`src/rtl/arith_ctrl_pkg.sv`:
```
`default_nettype none
// ============================================================================
//  Module      : arith_ctrl_pkg
//  Description : Shared constants for the arithmetic-encoder controller:
//                controller state encodings, default parameter values and
//                a helper that sizes the packed operand word.
//  Revision    : 1.0 - initial release
// ============================================================================
package arith_ctrl_pkg;

    // Default configuration of the controller
    localparam int c_def_range_width  = 16;
    localparam int c_def_symbol_width = 4;
    localparam int c_def_pipe_depth   = 2;
    localparam int c_def_fifo_depth   = 4;

    // Saturation value of the optional issued-symbol counter
    localparam logic [15:0] c_sym_count_max = 16'hFFFF;

    // Controller state encoding
    typedef logic [2:0] ctrl_state_t;
    localparam ctrl_state_t c_st_idle  = 3'd0;
    localparam ctrl_state_t c_st_init  = 3'd1;
    localparam ctrl_state_t c_st_run   = 3'd2;
    localparam ctrl_state_t c_st_drain = 3'd3;
    localparam ctrl_state_t c_st_done  = 3'd4;

    // Width of one packed {fl, fh, symbol, nsyms} operand word
    function automatic int ctrl_op_width(input int range_w, input int sym_w);
        return 2 * range_w + 2 * sym_w + 1;
    endfunction

endpackage
`default_nettype wire

```
`src/rtl/ctrl_sym_fifo.sv`:
```
`default_nettype none
// ============================================================================
//  Module      : ctrl_sym_fifo
//  Description : Small synchronous FIFO buffering packed symbol operands
//                between the source handshake and the encoder issue stage.
//                DEPTH must be a power of two so the pointers wrap freely.
//  Revision    : 1.0 - initial release
// ============================================================================
module ctrl_sym_fifo #(
    parameter int DATA_WIDTH = 41,
    parameter int DEPTH      = 4
) (
    input  logic                  clk,
    input  logic                  rst,
    input  logic                  i_push,
    input  logic                  i_pop,
    input  logic [DATA_WIDTH-1:0] i_wdata,
    output logic [DATA_WIDTH-1:0] o_rdata,
    output logic                  o_full,
    output logic                  o_empty
);

    localparam int c_ptr_w = (DEPTH > 1) ? $clog2(DEPTH) : 1;

    logic [DATA_WIDTH-1:0] r_mem_q [DEPTH];
    logic [c_ptr_w-1:0]    r_wr_ptr_q, w_wr_ptr_d;
    logic [c_ptr_w-1:0]    r_rd_ptr_q, w_rd_ptr_d;
    logic [c_ptr_w:0]      r_count_q,  w_count_d;
    logic                  w_push_ok;
    logic                  w_pop_ok;

    assign o_full    = (r_count_q == (c_ptr_w + 1)'(DEPTH));
    assign o_empty   = (r_count_q == '0);
    assign o_rdata   = r_mem_q[r_rd_ptr_q];
    assign w_push_ok = i_push && !o_full;
    assign w_pop_ok  = i_pop && !o_empty;

    // Pointer and occupancy update; simultaneous push and pop keeps the count
    always_comb begin
        w_wr_ptr_d = r_wr_ptr_q;
        w_rd_ptr_d = r_rd_ptr_q;
        w_count_d  = r_count_q;
        if (w_push_ok) begin
            w_wr_ptr_d = r_wr_ptr_q + 1'b1;
        end
        if (w_pop_ok) begin
            w_rd_ptr_d = r_rd_ptr_q + 1'b1;
        end
        case ({w_push_ok, w_pop_ok})
            2'b10:   w_count_d = r_count_q + 1'b1;
            2'b01:   w_count_d = r_count_q - 1'b1;
            default: w_count_d = r_count_q;
        endcase
    end

    // Pointer and occupancy registers
    always_ff @(posedge clk) begin
        if (rst) begin
            r_wr_ptr_q <= '0;
            r_rd_ptr_q <= '0;
            r_count_q  <= '0;
        end else begin
            r_wr_ptr_q <= w_wr_ptr_d;
            r_rd_ptr_q <= w_rd_ptr_d;
            r_count_q  <= w_count_d;
        end
    end

    // Storage array; contents are don't-care until written
    always_ff @(posedge clk) begin
        if (w_push_ok) begin
            r_mem_q[r_wr_ptr_q] <= i_wdata;
        end
    end

endmodule
`default_nettype wire

```
`src/rtl/arith_encoder_ctrl.sv`:
```
`default_nettype none
// ============================================================================
//  Module      : arith_encoder_ctrl
//  Description : Frame controller for a pipelined arithmetic encoder.
//                Buffers offered symbols, issues one per cycle with a clock
//                enable, flushes the pipeline at frame end and tracks which
//                encoder outputs carry real symbols.
//                Optional macro ARITH_CTRL_SYMBOL_COUNT_EN adds a saturating
//                16-bit symbol_count output of issued symbols.
//  Revision    : 1.0 - initial release
// ============================================================================
module arith_encoder_ctrl
    import arith_ctrl_pkg::*;
#(
    parameter int CTRL_RANGE_WIDTH  = c_def_range_width,
    parameter int CTRL_SYMBOL_WIDTH = c_def_symbol_width,
    parameter int CTRL_PIPE_DEPTH   = c_def_pipe_depth,
    parameter int CTRL_FIFO_DEPTH   = c_def_fifo_depth
) (
    input  logic                         general_clk,
    input  logic                         reset,
    input  logic                         frame_start,
    input  logic                         frame_end,
    input  logic                         in_valid,
    output logic                         in_ready,
    input  logic [CTRL_RANGE_WIDTH-1:0]  in_fl,
    input  logic [CTRL_RANGE_WIDTH-1:0]  in_fh,
    input  logic [CTRL_SYMBOL_WIDTH-1:0] in_symbol,
    input  logic [CTRL_SYMBOL_WIDTH:0]   in_nsyms,
    output logic                         enc_reset,
    output logic                         enc_en,
    output logic [CTRL_RANGE_WIDTH-1:0]  enc_fl,
    output logic [CTRL_RANGE_WIDTH-1:0]  enc_fh,
    output logic [CTRL_SYMBOL_WIDTH-1:0] enc_symbol,
    output logic [CTRL_SYMBOL_WIDTH:0]   enc_nsyms,
    output logic                         enc_out_valid,
    output logic                         busy,
    output logic                         frame_done
`ifdef ARITH_CTRL_SYMBOL_COUNT_EN
    ,
    output logic [15:0]                  symbol_count
`endif
);

    localparam int c_op_w    = ctrl_op_width(CTRL_RANGE_WIDTH, CTRL_SYMBOL_WIDTH);
    localparam int c_drain_w = $clog2(CTRL_PIPE_DEPTH + 1);

    ctrl_state_t                r_state_q,      w_state_d;
    logic                       r_end_seen_q,   w_end_seen_d;
    logic                       r_issue_q,      w_issue_d;
    logic                       r_enc_reset_q,  w_enc_reset_d;
    logic                       r_advanced_q,   w_advanced_d;
    logic [c_op_w-1:0]          r_enc_ops_q,    w_enc_ops_d;
    logic [CTRL_PIPE_DEPTH-1:0] r_valid_sr_q,   w_valid_sr_d;
    logic [c_drain_w-1:0]       r_drain_cnt_q,  w_drain_cnt_d;
    logic [CTRL_PIPE_DEPTH-1:0] w_sr_shift;

    logic              w_fifo_full;
    logic              w_fifo_empty;
    logic [c_op_w-1:0] w_fifo_rdata;
    logic              w_push;
    logic              w_pop;
    logic              w_enc_en;

    // No bypass: a symbol is only taken while the buffer has room
    assign in_ready = (r_state_q == c_st_run) && !w_fifo_full && !r_end_seen_q;
    assign w_push   = in_valid && in_ready;
    assign w_pop    = (r_state_q == c_st_run) && !w_fifo_empty;

    // The encoder advances on a symbol issue or on every flush cycle
    assign w_enc_en      = r_issue_q || (r_state_q == c_st_drain);
    assign enc_en        = w_enc_en;
    assign enc_reset     = r_enc_reset_q;
    assign busy          = (r_state_q != c_st_idle);
    assign frame_done    = (r_state_q == c_st_done);
    // A valid result is presented once, right after the advance that produced it
    assign enc_out_valid = r_valid_sr_q[CTRL_PIPE_DEPTH-1] && r_advanced_q;
    assign {enc_fl, enc_fh, enc_symbol, enc_nsyms} = r_enc_ops_q;

    ctrl_sym_fifo #(
        .DATA_WIDTH (c_op_w),
        .DEPTH      (CTRL_FIFO_DEPTH)
    ) u_sym_fifo (
        .clk     (general_clk),
        .rst     (reset),
        .i_push  (w_push),
        .i_pop   (w_pop),
        .i_wdata ({in_fl, in_fh, in_symbol, in_nsyms}),
        .o_rdata (w_fifo_rdata),
        .o_full  (w_fifo_full),
        .o_empty (w_fifo_empty)
    );

    // Next shift-register contents: issue flag enters at bit 0
    generate
        if (CTRL_PIPE_DEPTH > 1) begin : g_sr_wide
            assign w_sr_shift = {r_valid_sr_q[CTRL_PIPE_DEPTH-2:0], r_issue_q};
        end else begin : g_sr_single
            assign w_sr_shift = r_issue_q;
        end
    endgenerate

    // Frame sequencing, operand issue and valid tracking
    always_comb begin
        w_state_d     = r_state_q;
        w_end_seen_d  = r_end_seen_q;
        w_drain_cnt_d = r_drain_cnt_q;
        case (r_state_q)
            c_st_idle: begin
                if (frame_start) begin
                    w_state_d = c_st_init;
                end
            end
            c_st_init: begin
                if (frame_end) begin
                    w_end_seen_d = 1'b1;
                end
                w_state_d = c_st_run;
            end
            c_st_run: begin
                if (frame_end) begin
                    w_end_seen_d = 1'b1;
                end
                if (r_end_seen_q && w_fifo_empty) begin
                    w_state_d     = c_st_drain;
                    w_drain_cnt_d = '0;
                end
            end
            c_st_drain: begin
                if (r_drain_cnt_q == c_drain_w'(CTRL_PIPE_DEPTH - 1)) begin
                    w_state_d = c_st_done;
                end else begin
                    w_drain_cnt_d = r_drain_cnt_q + 1'b1;
                end
            end
            c_st_done: begin
                w_end_seen_d = 1'b0;
                w_state_d    = c_st_idle;
            end
            default: begin
                w_state_d = c_st_idle;
            end
        endcase

        w_enc_reset_d = (w_state_d == c_st_init);
        w_issue_d     = w_pop;
        w_enc_ops_d   = w_pop ? w_fifo_rdata : r_enc_ops_q;
        w_valid_sr_d  = w_enc_en ? w_sr_shift : r_valid_sr_q;
        w_advanced_d  = w_enc_en;
    end

    // Controller state registers
    always_ff @(posedge general_clk) begin
        if (reset) begin
            r_state_q     <= c_st_idle;
            r_end_seen_q  <= 1'b0;
            r_issue_q     <= 1'b0;
            r_enc_reset_q <= 1'b1;
            r_advanced_q  <= 1'b0;
            r_enc_ops_q   <= '0;
            r_valid_sr_q  <= '0;
            r_drain_cnt_q <= '0;
        end else begin
            r_state_q     <= w_state_d;
            r_end_seen_q  <= w_end_seen_d;
            r_issue_q     <= w_issue_d;
            r_enc_reset_q <= w_enc_reset_d;
            r_advanced_q  <= w_advanced_d;
            r_enc_ops_q   <= w_enc_ops_d;
            r_valid_sr_q  <= w_valid_sr_d;
            r_drain_cnt_q <= w_drain_cnt_d;
        end
    end

`ifdef ARITH_CTRL_SYMBOL_COUNT_EN
    logic [15:0] r_sym_count_q, w_sym_count_d;

    assign symbol_count = r_sym_count_q;

    // Issued-symbol count: cleared at frame start, saturating, held when idle
    always_comb begin
        w_sym_count_d = r_sym_count_q;
        if (r_state_q == c_st_init) begin
            w_sym_count_d = '0;
        end else if (w_pop && (r_sym_count_q != c_sym_count_max)) begin
            w_sym_count_d = r_sym_count_q + 16'd1;
        end
    end

    // Symbol counter register
    always_ff @(posedge general_clk) begin
        if (reset) begin
            r_sym_count_q <= '0;
        end else begin
            r_sym_count_q <= w_sym_count_d;
        end
    end
`endif

endmodule
`default_nettype wire

```
`config.mk`:
```
export PLATFORM = sky130hd
export DESIGN_NAME = arith_encoder_ctrl
export DESIGN_NICKNAME = d
export VERILOG_FILES = /design/src/rtl/arith_ctrl_pkg.sv /design/src/rtl/ctrl_sym_fifo.sv /design/src/rtl/arith_encoder_ctrl.sv
export SDC_FILE = /design/constraint.sdc
export NUM_CORES = 1
export LEC_CHECK = 0
export ABC_AREA = 0
export ABC_CLOCK_PERIOD_IN_PS = 3000
export BUFFER_PORTS_ARGS = -buffer_cell sky130_fd_sc_hd__buf_2
export CAP_MARGIN = 30
export CORE_UTILIZATION = 35
export DETAILED_ROUTE_END_ITERATION = 12
export SLEW_MARGIN = 10
export SYNTH_ARGS = -nofsm -noshare
export SYNTH_HDL_FRONTEND = slang
export SYNTH_SLANG_ARGS = --single-unit
```
`constraint.sdc`:
```
create_clock -name general_clk -period 3 [get_ports general_clk]
set_input_delay 0.9 -clock general_clk [delete_from_list [all_inputs] [get_ports general_clk]]
set_output_delay 0.9 -clock general_clk [all_outputs]
set_load 0.02 [all_outputs]
```
# [Yosys cells after proc, flatten, opt, wreduce, memory -nomap -nowiden]
# Memory sizes are Yosys's and may differ from the RTL's. A register that Yosys moved wholly into a read port is not among the register bits.
# Cells that the tools add are included.
[word_totals] input_bits=46 n_memories=1 output_inout_bits=47 register_bits=18 elab_cells=61 ram_bits=164
[mem_list] memory="u_sym_fifo.r_mem_q" depth=4 word_bits=41 rd=1 rd_ports_with_merged_regs=1 wr=1 line="ctrl_sym_fifo.sv:25" text="logic [DATA_WIDTH-1:0] r_mem_q [DEPTH];"
[op_classes] reduce_logical=21 n_mux=12 addsub=5 eq_ne=12
[ops] op="3-bit one-hot mux with 4 select lines" count=1
[ops] op="3-bit two-way mux" count=3
[ops] op="1-bit logical AND" count=8
[ops] op="2-bit by 1-bit adder with 2-bit output (second input constant)" count=3
[ops] op="3-bit by 1-bit == test with 1-bit output (second input constant)" count=2
[ops] op="3-bit by 2-bit == test with 1-bit output (second input constant)" count=2
[ops] op="3-bit == test (second input constant)" count=2
[ops] op="3-bit logical NOT" count=2
[ops] op="3-bit one-hot mux with 2 select lines" count=1
[ops] op="2-bit nonzero test" count=3
[ops] op="2-bit by 1-bit == test with 1-bit output (second input constant)" count=2
[ops] op="2-bit two-way mux" count=2
[ops] op="2-bit by 1-bit inequality test with 1-bit output (second input constant)" count=2
[ops] op="2-bit one-hot mux with 2 select lines" count=1
[ops] op="3-bit by 1-bit adder with 3-bit output (second input constant)" count=1
[ops] op="1-bit logical NOT" count=3
[ops] op="1-bit two-way mux" count=3
[ops] op="3-bit AND reduction" count=1
[ops] op="3-bit nonzero test" count=1
[ops] op="3-bit by 1-bit subtractor with 3-bit output (second input constant)" count=1
[ops] op="2-bit == test (second input constant)" count=1
[ops] op="2-bit inequality test (second input constant)" count=1
[ops] op="1-bit one-hot mux with 2 select lines" count=1
[ops] op="2-bit AND reduction" count=1
[ops] op="2 further kinds" count=2

# [Longest topological paths before layout]
[depth] word_depth=8 ltp_mapped=10 mapped_depth_nobuf=9

# [Cells and area by module]
# From an unflattened synthesis, not the netlist that was laid out.
[hier_totals] hier_cells=502 area_unflattened_um2=8469.4
[modules_own_cells] mod="ctrl_sym_fifo" instances=1 cells_each=269 seq_area_each_um2=5104.9 area_per_inst_um2=6454.9
[modules_own_cells] mod="arith_encoder_ctrl" instances=1 cells_each=233 seq_area_each_um2=1041.0 area_per_inst_um2=2014.4

# [Least setup slack after synthesis]
# No wires, ideal clock.
[synth_timing] path_type="input to register" start="input in_valid" end="memory u_sym_fifo.r_mem_q[2][0], enable pin" setup_time_ps=402 n_path_buf=0 setup_slack_ps=170 path_stages=3 arrival_ps=2428 t_required_ps=2598 cell_sequence="inv_1 > a2111oi_4 > and2_1"
[synth_via] elab_chain_cells=4
[synth_lines] element="start, declared" line="arith_encoder_ctrl.sv:24" text="input logic in_valid,"
[synth_lines] element="1-bit logical AND" line="arith_encoder_ctrl.sv:67" text="assign w_push = in_valid && in_ready;"
[synth_lines] element="1-bit logical AND" line="ctrl_sym_fifo.sv:35" text="assign w_push_ok = i_push && !o_full;"
[synth_lines] element="1-bit two-way mux" line="ctrl_sym_fifo.sv:71" text="if (w_push_ok) begin"
[synth_lines] element="1-bit two-way mux (implied by the code)" line="ctrl_sym_fifo.sv:72" text="r_mem_q[r_wr_ptr_q] <= i_wdata;"
[synth_lines] element="end, declared" line="ctrl_sym_fifo.sv:25"
# Every way passes these cells.

# [Worst setup path after layout]
[layout_timing] start="register r_state_q[1]" end="output in_ready"
[layout_via] elab_chain_cells=3
[layout_lines] element="start, declared" line="arith_encoder_ctrl.sv:48" text="ctrl_state_t r_state_q, w_state_d;"
[layout_lines] element="start signal, assigned" line="arith_encoder_ctrl.sv:155" text="r_state_q <= c_st_idle;"
[layout_lines] element="start signal, assigned" line="arith_encoder_ctrl.sv:164" text="r_state_q <= w_state_d;"
[layout_lines] element="3-bit by 2-bit == test with 1-bit output" line="arith_encoder_ctrl.sv:66" text="assign in_ready = (r_state_q == c_st_run) && !w_fifo_full && !r_end_seen_q;"
[layout_lines] element="1-bit logical AND (2 in series)" line="arith_encoder_ctrl.sv:66"
[layout_lines] element="end, declared" line="arith_encoder_ctrl.sv:25" text="output logic in_ready,"
# Every way passes these cells.

==> reports/qor.yml <==
dieArea_mm2: 0.0245
pwr-share-comb: 0.041
via_count: 4606
post-cts-setup-buffer-count: 0
max_slew_margin: 0.442
final_area_mm2: 0.0101
wirelength_um: 16900
max_cap_viol_count: 0
port_buffers: 92
netlist_area_mm2: 0.00837
path_class: "register to primary output"
r2r_end: "u_sym_fifo.r_count_q[2]$_SDFFE_PP0P_"
drive_gt1_frac: 0.323
clockRootBuffer: "clkbuf_16"
gp_congestion: 0.729
critPathMaxFanout: 10
required_ns: 2.10
setup_viol: 0
switchingPower_mw: 1.29
grt_pass1_vias: 4812
dr.first_iter.drc_count: 347
hp-start: "r_valid_sr_q[1]$_SDFFE_PP0P_"
io_pins: 93
period_minus_slack_ns: 2.81
cts_buffers: 23
synth_fp_nets: 560
yosysSeqAreaShare: 0.729
yosys_warnings: 0
finClkSkew_ns: 0.00674
grtUsageTotal: 0.140
whs_endpoint: "r_valid_sr_q[1]$_SDFFE_PP0P_"
power-per-cell-area_mw_per_mm2: 663
hold_depth: 2
pwr-share-seq: 0.504
reg2reg_from: "r_state_q[1]$_SDFF_PP0_"
post-route-util: 0.429
async_flop_share: 0
grtUsageMet1: 0.169
insertion_delay_ns: 0.49
critPathCaptureType: "primary output"
tns_ns: 0
syn_inst: 507
ant_nets: 0
clk_pin_slew_ns: 0.06
die_y_um: 157
ff2ff_path_depth: 9
viasPerCell: 4.90
fp-row-count: 56
outcome: "finished, final reports clean"
pre_cts_slack_ns: 0.467
coreArea_mm2: 0.0235
avgSynthCellArea_um2: 16.5
drv_slew: 0
rsz0062_at_grt: "false"
grt_overflow_total: 0
globalRouteMet3Util: 0.0294
grt_first_pass_wirelength_um: 26200
ys.flop_type: "edfxtp_1"
clock-sinks: 223
fin_ws_ns: 0.188
drtPass1Iterations: 4
syn_to_final_growth_pct: 20.3
initial_core_util: 0.357
leakagePower_nw: 3.37
p_int_mw: 5.39
ys_types: 38
layout_commonest_cell: "edfxtp_1"
synth-edff-count: 164
die_x_um: 157
cts_htree_levels: 1
fin_nets: 657
top_usage_layer: "met2"
ir_drop_mv: 0.364
ys_ff_latch: 223
hold_class: "register to register"
ctsHoldBuffers: 0
cts_tree: "built"
cts_max_path_buffers: 3
clock.fmax_mhz: 356
drcViolationCount: 0
routedWlPerCell_um: 18.0
antenna_found_initial: 2
start_kind: "register"
whs_ns: 0.462
fin_crit_sh: 0.937
finalHoldViolCount: 0
sw_frac_of_total: 0.193
final_cell_mix: "164 x edfxtp_1, 92 x buf_2, 57 x dfxtp_1, 48 x a21oi_1, 45 x o21ai_0"
worstMarginPinSlew_ns: 0.837
grtUsageMet2: 0.254
power.share.clock: 0.455
grt_max_degree: 46
fillCellCount: 2096
ctsResizeCount: 0
r2r_slack_ns: 0.49
place_area_mm2: 0.00922
arrival_ns: 1.91
hpwlAfterDp_um: 10900
## per-stage QoR
stage               cells  total power [mW]
finish                940              6.68
global route          939              6.91
CTS                   938              6.76
detailed placement    897              3.71
global placement      897              3.69
floorplan             507              3.58
## worst max-delay path by stage
stage	from	end	slack, ns	cells past startpoint
after floorplan	in_valid	u_sym_fifo.r_mem_q[2][0]$_DFFE_PP_	0.17	3
after global routing	r_state_q[1]$_SDFF_PP0_	in_ready	0.10	3
final	r_state_q[1]$_SDFF_PP0_	in_ready	0.19	3
after detailed placement	in_valid	u_sym_fifo.r_count_q[2]$_SDFFE_PP0P_	0.47	10
after global placement	in_valid	u_sym_fifo.r_mem_q[0][23]$_DFFE_PP_	0.51	6
after CTS	r_state_q[1]$_SDFF_PP0_	in_ready	0.18	3
## critical path, stage by stage, from the launching register on
cell	delay [ns]
dfxtp_1	0.50
or3b_4	0.46
a211oi_1	0.25
buf_2	0.21
## area by class of cell
type                            instances  area, µm²  area share
Sequential cell                       223       6110       0.607
Antenna cell                            1       2.50    0.000249
Timing Repair Buffer                  110        616      0.0611
Clock inverter                         11        205      0.0204
Tap cell                              319        399      0.0396
Inverter                               12       45.0     0.00447
Clock buffer                           30        612      0.0608
Multi-Input combinational cell        234       2080       0.207
## cell usage after synthesis, types with 2 or more instances
master,count,area share
nand3_1,42,0.025
xor2_1,3,0.0031
edfxtp_1,164,0.59
buf_1,2,0.00090
nor3_1,3,0.0018
a211oi_1,2,0.0018
mux4_2,41,0.11
a31oi_1,2,0.0015
or3_1,3,0.0022
nand2_1,2,0.00090
clkbuf_1,28,0.013
o21ai_0,45,0.027
a21oi_1,48,0.029
nand2b_1,3,0.0022
buf_2,6,0.0036
nor3b_1,2,0.0018
nor2_1,11,0.0049
ha_1,6,0.0090
a31o_2,2,0.0021
dfxtp_1,59,0.14
and2_1,5,0.0037
inv_1,12,0.0054
## cells by family (layout without fill, tap and decap cells)
family	count (synthesis)	in the layout	share of synthesized area
compound gates	103	103	0.0674
xor+xnor	3	3	0.00314
fa+ha+maj	7	7	0.0114
buf+inv	50	163	0.0247
flops	223	223	0.729
mux	44	44	0.115
other cells	0	1	0
simple gates	77	77	0.0496
## metal layers
metal,wire length [µm],up-vias
met5,12,-
met4,235,2
met3,798,23
met2,8860,93
met1,7030,2326
li1,-,2162
## power groups by stage
stage | Combinational [mW] | Clock (mW) | Sequential, mW
CTS | 0.272 | 3.12 | 3.37
global placement | 0.262 | 0 | 3.43
finish | 0.272 | 3.04 | 3.36
floorplan | 0.155 | 0 | 3.43
global route | 0.299 | 3.24 | 3.37
detailed placement | 0.271 | 0 | 3.43
## state kept, by name (all words and copies together) (netlist names), 2 cells and up
signal and count:
r_enc_ops_q 41, r_valid_sr_q 2, u_sym_fifo.r_mem_q 164, u_sym_fifo.r_wr_ptr_q 2, u_sym_fifo.r_count_q 3, r_state_q 3, u_sym_fifo.r_rd_ptr_q 2, r_drain_cnt_q 2
Note: power is estimated with default switching activity, not from simulation.
